**src/rtl/res_station_param.sv**
```systemverilog
`default_nettype none
// ============================================================================
// Module   : res_station_param
// Brief    : Parametrised Tomasulo reservation station with CDB snoop/bypass.
//            Optional macro RS_AGE_ORDER_EN selects oldest-ready issue order.
// Revision : 1.0 - initial release
// ============================================================================
module res_station_param #(
  parameter int DATA_W     = 32,
  parameter int LABEL_W    = 4,
  parameter int OP_W       = 2,
  parameter int DEPTH      = 3,
  parameter int BASE_LABEL = 1
) (
  input  logic               clk,
  input  logic               RST,
  input  logic               WEN,
  input  logic [OP_W-1:0]    opCode,
  input  logic [DATA_W-1:0]  dataIn1,
  input  logic [DATA_W-1:0]  dataIn2,
  input  logic [LABEL_W-1:0] label1,
  input  logic [LABEL_W-1:0] label2,
  input  logic               BCEN,
  input  logic [LABEL_W-1:0] BClabel,
  input  logic [DATA_W-1:0]  BCdata,
  input  logic               EXEable,
  output logic [OP_W-1:0]    opOut,
  output logic [DATA_W-1:0]  dataOut1,
  output logic [DATA_W-1:0]  dataOut2,
  output logic [LABEL_W-1:0] ready_labelOut,
  output logic               OutEn,
  output logic               isFull,
  output logic [LABEL_W-1:0] writeable_labelOut
);
  localparam int c_IDX_W = (DEPTH > 1) ? $clog2(DEPTH) : 1;

  typedef enum logic [1:0] {ST_FREE = 2'd0, ST_WAIT = 2'd1, ST_EXEC = 2'd2} state_t;

  state_t             r_state [DEPTH];
  logic [OP_W-1:0]    r_op    [DEPTH];
  logic [DATA_W-1:0]  r_vj    [DEPTH];
  logic [DATA_W-1:0]  r_vk    [DEPTH];
  logic [LABEL_W-1:0] r_qj    [DEPTH];
  logic [LABEL_W-1:0] r_qk    [DEPTH];
`ifdef RS_AGE_ORDER_EN
  localparam logic [c_IDX_W-1:0] c_AGE_MAX = c_IDX_W'(DEPTH - 1);
  logic [c_IDX_W-1:0] r_age   [DEPTH];
  logic [c_IDX_W-1:0] w_sel_age;
`endif

  logic [LABEL_W-1:0] w_tag [DEPTH];
  logic [DEPTH-1:0]   w_ready;
  logic [DEPTH-1:0]   w_free;
  logic [c_IDX_W-1:0] w_alloc_idx;
  logic [c_IDX_W-1:0] w_sel_idx;
  logic               w_sel_valid;
  logic               w_full;
  logic               w_dispatch;
  logic               w_issue;
  logic               w_byp_j;
  logic               w_byp_k;

  generate
    for (genvar g = 0; g < DEPTH; g++) begin : g_entry
      assign w_tag[g]   = LABEL_W'(BASE_LABEL + g);
      assign w_free[g]  = (r_state[g] == ST_FREE);
      assign w_ready[g] = (r_state[g] == ST_WAIT) && (r_qj[g] == '0) && (r_qk[g] == '0);
    end
  endgenerate

  assign w_full     = ~|w_free;
  assign w_dispatch = WEN & ~w_full;
  assign w_issue    = w_sel_valid & EXEable;
  assign w_byp_j    = BCEN && (label1 != '0) && (label1 == BClabel);
  assign w_byp_k    = BCEN && (label2 != '0) && (label2 == BClabel);

  assign isFull             = w_full;
  assign writeable_labelOut = w_full ? '0 : LABEL_W'(BASE_LABEL + int'(w_alloc_idx));

  // Descending scan so the lowest-index free entry wins.
  always_comb begin
    w_alloc_idx = '0;
    for (int i = DEPTH - 1; i >= 0; i--) begin
      if (w_free[i]) w_alloc_idx = c_IDX_W'(i);
    end
  end

  always_comb begin
    w_sel_valid = 1'b0;
    w_sel_idx   = '0;
`ifdef RS_AGE_ORDER_EN
    w_sel_age   = '0;
    // Strict '>' keeps the lower index on equal ages.
    for (int i = 0; i < DEPTH; i++) begin
      if (w_ready[i] && (!w_sel_valid || (r_age[i] > w_sel_age))) begin
        w_sel_valid = 1'b1;
        w_sel_idx   = c_IDX_W'(i);
        w_sel_age   = r_age[i];
      end
    end
`else
    for (int i = DEPTH - 1; i >= 0; i--) begin
      if (w_ready[i]) begin
        w_sel_valid = 1'b1;
        w_sel_idx   = c_IDX_W'(i);
      end
    end
`endif
  end

  always_comb begin
    OutEn          = w_sel_valid;
    opOut          = '0;
    dataOut1       = '0;
    dataOut2       = '0;
    ready_labelOut = '0;
    for (int i = 0; i < DEPTH; i++) begin
      if (w_sel_valid && (w_sel_idx == c_IDX_W'(i))) begin
        opOut          = r_op[i];
        dataOut1       = r_vj[i];
        dataOut2       = r_vk[i];
        ready_labelOut = w_tag[i];
      end
    end
  end

  always_ff @(posedge clk) begin
    if (RST) begin
      for (int i = 0; i < DEPTH; i++) begin
        r_state[i] <= ST_FREE;
        r_op[i]    <= '0;
        r_vj[i]    <= '0;
        r_vk[i]    <= '0;
        r_qj[i]    <= '0;
        r_qk[i]    <= '0;
`ifdef RS_AGE_ORDER_EN
        r_age[i]   <= '0;
`endif
      end
    end else begin
      for (int i = 0; i < DEPTH; i++) begin
        case (r_state[i])
          ST_FREE: begin
            if (w_dispatch && (w_alloc_idx == c_IDX_W'(i))) begin
              r_state[i] <= ST_WAIT;
              r_op[i]    <= opCode;
              r_vj[i]    <= w_byp_j ? BCdata : dataIn1;
              r_vk[i]    <= w_byp_k ? BCdata : dataIn2;
              r_qj[i]    <= w_byp_j ? '0 : label1;
              r_qk[i]    <= w_byp_k ? '0 : label2;
            end
          end
          ST_WAIT: begin
            if (w_issue && (w_sel_idx == c_IDX_W'(i))) r_state[i] <= ST_EXEC;
            // Q of zero means the operand is already valid; never snoop it.
            if (BCEN && (r_qj[i] != '0) && (r_qj[i] == BClabel)) begin
              r_vj[i] <= BCdata;
              r_qj[i] <= '0;
            end
            if (BCEN && (r_qk[i] != '0) && (r_qk[i] == BClabel)) begin
              r_vk[i] <= BCdata;
              r_qk[i] <= '0;
            end
          end
          ST_EXEC: begin
            if (BCEN && (BClabel == w_tag[i])) r_state[i] <= ST_FREE;
          end
          default: r_state[i] <= ST_FREE;
        endcase
`ifdef RS_AGE_ORDER_EN
        if (w_dispatch) begin
          if (r_state[i] == ST_FREE) begin
            if (w_alloc_idx == c_IDX_W'(i)) r_age[i] <= '0;
          end else if (r_age[i] != c_AGE_MAX) begin
            r_age[i] <= r_age[i] + c_IDX_W'(1);
          end
        end
`endif
      end
    end
  end

endmodule
`default_nettype wire

```
**config.mk**
```make
export PLATFORM = sky130hd
export DESIGN_NAME = res_station_param
export DESIGN_NICKNAME = d
export VERILOG_FILES = /design/src/rtl/res_station_param.sv
export SDC_FILE = /design/constraint.sdc
export NUM_CORES = 1
export LEC_CHECK = 0
export ABC_AREA = 0
export ABC_CLOCK_PERIOD_IN_PS = 12500
export CORE_MARGIN = 3
export CORE_UTILIZATION = 45
export DETAILED_ROUTE_END_ITERATION = 8
export PLACE_DENSITY = 0.75
export SYNTH_ARGS = -nofsm -noshare
export SYNTH_HDL_FRONTEND = slang
export SYNTH_SLANG_ARGS = --single-unit
```
**constraint.sdc**
```tcl
create_clock -name clk -period 12.5 [get_ports clk]
set_input_delay 1.25 -clock clk [delete_from_list [all_inputs] [get_ports clk]]
set_output_delay 1.25 -clock clk [all_outputs]
set_load 0.02 [all_outputs]
```
==> out/summary.txt <==
Total Power -> 1951 µW
Worst skew pair latency -> 0.53 ns
Sequential area share after synthesis -> 56.43%
Initial Utilization -> 45.82%
Detailed placer's ending HPWL -> 24,080 µm
Post-synth top area share -> 54.92%
Initial antenna violation count -> 5
Period utilization -> 42.99%
Final GP Congestion -> 0.8811
Synth area leader -> edfxtp_1
Min Tclk post-route -> 5.374 ns
Hold_buf cts -> 0
Startpoint types -> flip-flop
N_diodes -> 0
Post-layout util -> 57.06%
Worst R2R Start -> r_qj[0][0]$_SDFFCE_PP0P_
Pre-CTS setup slack -> 7.551 ns
P per Cell Area -> 130.8 nW/µm²
CP startpoint -> r_state[2][1]$_DFFE_PP_
Worst EP required -> 11.25 ns
Synth async-reset ratio -> 0%
Fmax -> 186.1 MHz
Routed vias/inst -> 6.358
Post-CTS Setup Bufs -> 0
Ys Warns -> 0
First-pass GRT wire length -> 57,350 µm
Critical hold path startpoint -> r_qj[2][1]$_SDFFE_PP0P_
Wirelength per Cell -> 23.77 µm
Final setup fails -> 0
Status -> completed
Area grow syn2layout -> 24.52%
CP Class -> reg -> out
Total global routing track utilization -> 25.71%
Drc violations -> 0
Number of synthesized flops with an enable pin -> 219
CTS resizes -> 0
Detailed Route Iter0 Violations -> 1,219
CTS Buffer Depth -> 3
Die Wd -> 169.1 µm
Vias in the first global route -> 9,840
Die Y -> 169.1 µm
Final setup margin -> 7.126 ns
Largest net degree at the start of global routing -> 88
Max-cap violations -> 0
Row count -> 59
Nets -> 1,380
H-tree depth -> 1
Flops & latches, synth -> 228
TritonCTS Sinks -> 228
Total gr overflow -> 0
Average cell area after synthesis -> 10.63 µm²
Worst Tran Pin Value -> 1.189 ns
CTS tree -> built
Normalized max-slew margin -> 20.09%
Slew Viols, Final -> 0
I/O pins -> 191
Total core area -> 26,130 µm²
LEAKAGE -> 0.005265 µW
PortBufs -> 186
Critical Path Fanout Max -> 45
Clk slew on worst S/H paths -> 0.06 ns
DR pass1 iterations -> 6
Top FF cell, synth -> edfxtp_1
Unique masters post-synth -> 59
Final ANT Viol Nets -> 0
Die area -> 28,600 µm²
Syn Inst Count -> 1,126
Unrepaired setup endpoints after global routing -> false
Final hold violations -> 0
Hold Crit Class -> reg -> reg
Layout cells sized above 1 -> 6.931%
Vias -> 10,294
Post-Syn Area -> 11,970 µm²
Crit end category -> output pin
Crit path arrival time -> 4.12 ns
DRT Wirelength -> 38,490 µm
Fillers -> 2,258
Root Buffer -> clkbuf_16
VDD IR-drop max -> 0.1060 mV
Fin Clk Skew -> 0.01476 ns
Synth area leaders -> edfxtp_1 (55%), a21oi_1 (5.7%), a22o_1 (4.7%), nor2_1 (3.9%), o21ai_0 (3.3%)
CTS buffer count -> 26
Final setup TNS -> 0 ns
## cell usage in the layout (no fill, tap or decap), types with 4 or more instances in the layout
master and instances:
o21ai_0 77, a32o_1 17, a22o_1 64, inv_1 5, nand4_1 5, nor4b_1 5
nand2_1 53, a22oi_1 44, conb_1 4, clkinv_2 5, clkbuf_1 9, o2bb2ai_1 15
dfxtp_1 9, and2_1 11, nor3b_1 4, edfxtp_1 219, xnor2_1 15, clkbuf_16 27
xor2_1 10, a21oi_1 137, or3_1 6, nand3_1 43, and3_1 23, nor3_1 42
nor2_1 123, buf_4 25, nor4_1 6, clkdlybuf4s50_1 186, mux2i_1 32
## sequential cells by signal, indices dropped and copies added (netlist names)
register  count
r_vj         96
r_qk         12
r_state       6
r_op          6
r_qj         12
r_vk         96
## area by class of cell
cell class	instances	area [µm²]	area share (%)
Tap cell	335	419.2	2.811
Clock inverter	8	62.56	0.4196
Multi-Input combinational cell	792	4848	32.52
Inverter	5	18.77	0.1259
Sequential cell	228	6756	45.31
Timing Repair Buffer	212	2054	13.78
Clock buffer	39	750.7	5.035
## cells by family after synthesis
family          share of synthesized area [%]
compound gates                          20.79
simple gates                            14.32
flops                                   56.43
buf+inv                                 3.929
mux                                     2.675
xor+xnor                                1.829
other cells                           0.03132
## per-stage QoR
step,area (µm²),cells,hold WS [ns]
2_1_floorplan,11990,1129,0.4650
4_1_cts,14910,1618,0.4985
3_3_place_gp,14090,1571,0.4839
6_report,14910,1619,0.5038
5_1_grt,14910,1619,0.5210
3_5_place_dp,14090,1571,0.4888
## final timing paths
kind	endpoint	slack [ns]	cells after the start
worst max-delay path	dataOut2[1]	7.13	7
worst min-delay path	r_qj[2][1]$_SDFFE_PP0P_	0.50	2
worst max register to register	r_vj[2][10]$_DFFE_PP_	9.12	6
worst min register to register	r_qj[2][1]$_SDFFE_PP0P_	0.50	2
## critical path, cell delays in order, from the launching register on
cell	delay, ns
edfxtp_1	0.48
or4b_2	0.65
nor3_2	0.11
buf_4	0.30
and2_2	0.88
a22oi_1	0.15
a21oi_1	0.32
clkdlybuf4s50_1	0.68
## synthesized netlist by cell type (all sizes together) (5+ instances only)
master	instances
o2bb2ai	16
a32o	17
nand2	53
a22o	64
nor3b	5
a21oi	137
nand3	45
nand4	5
and2	12
o21ai	79
nor4b	5
buf	38
nor4	8
or3	7
and3	25
clkbuf	66
mux2i	32
nor3	46
edfxtp	219
nor2	124
xor2	10
inv	5
dfxtp	9
a22oi	44
xnor2	15
## power breakdown
group,switching [µW],internal [µW]
registers,23.1,918
clock network,303,433
logic,167,107
## routing by layer
layer  part of all wire (%)  global-route usage (%)  vias to the layer above
met2                     46                   41.28                      663
met5                   0.15                       0                        -
li1                       -                       -                     4592
met3                     12                   5.535                       83
met1                     39                   35.24                     4946
met4                    2.6                   8.001                       10
No activity file was read; power rests on OpenSTA's default activity.
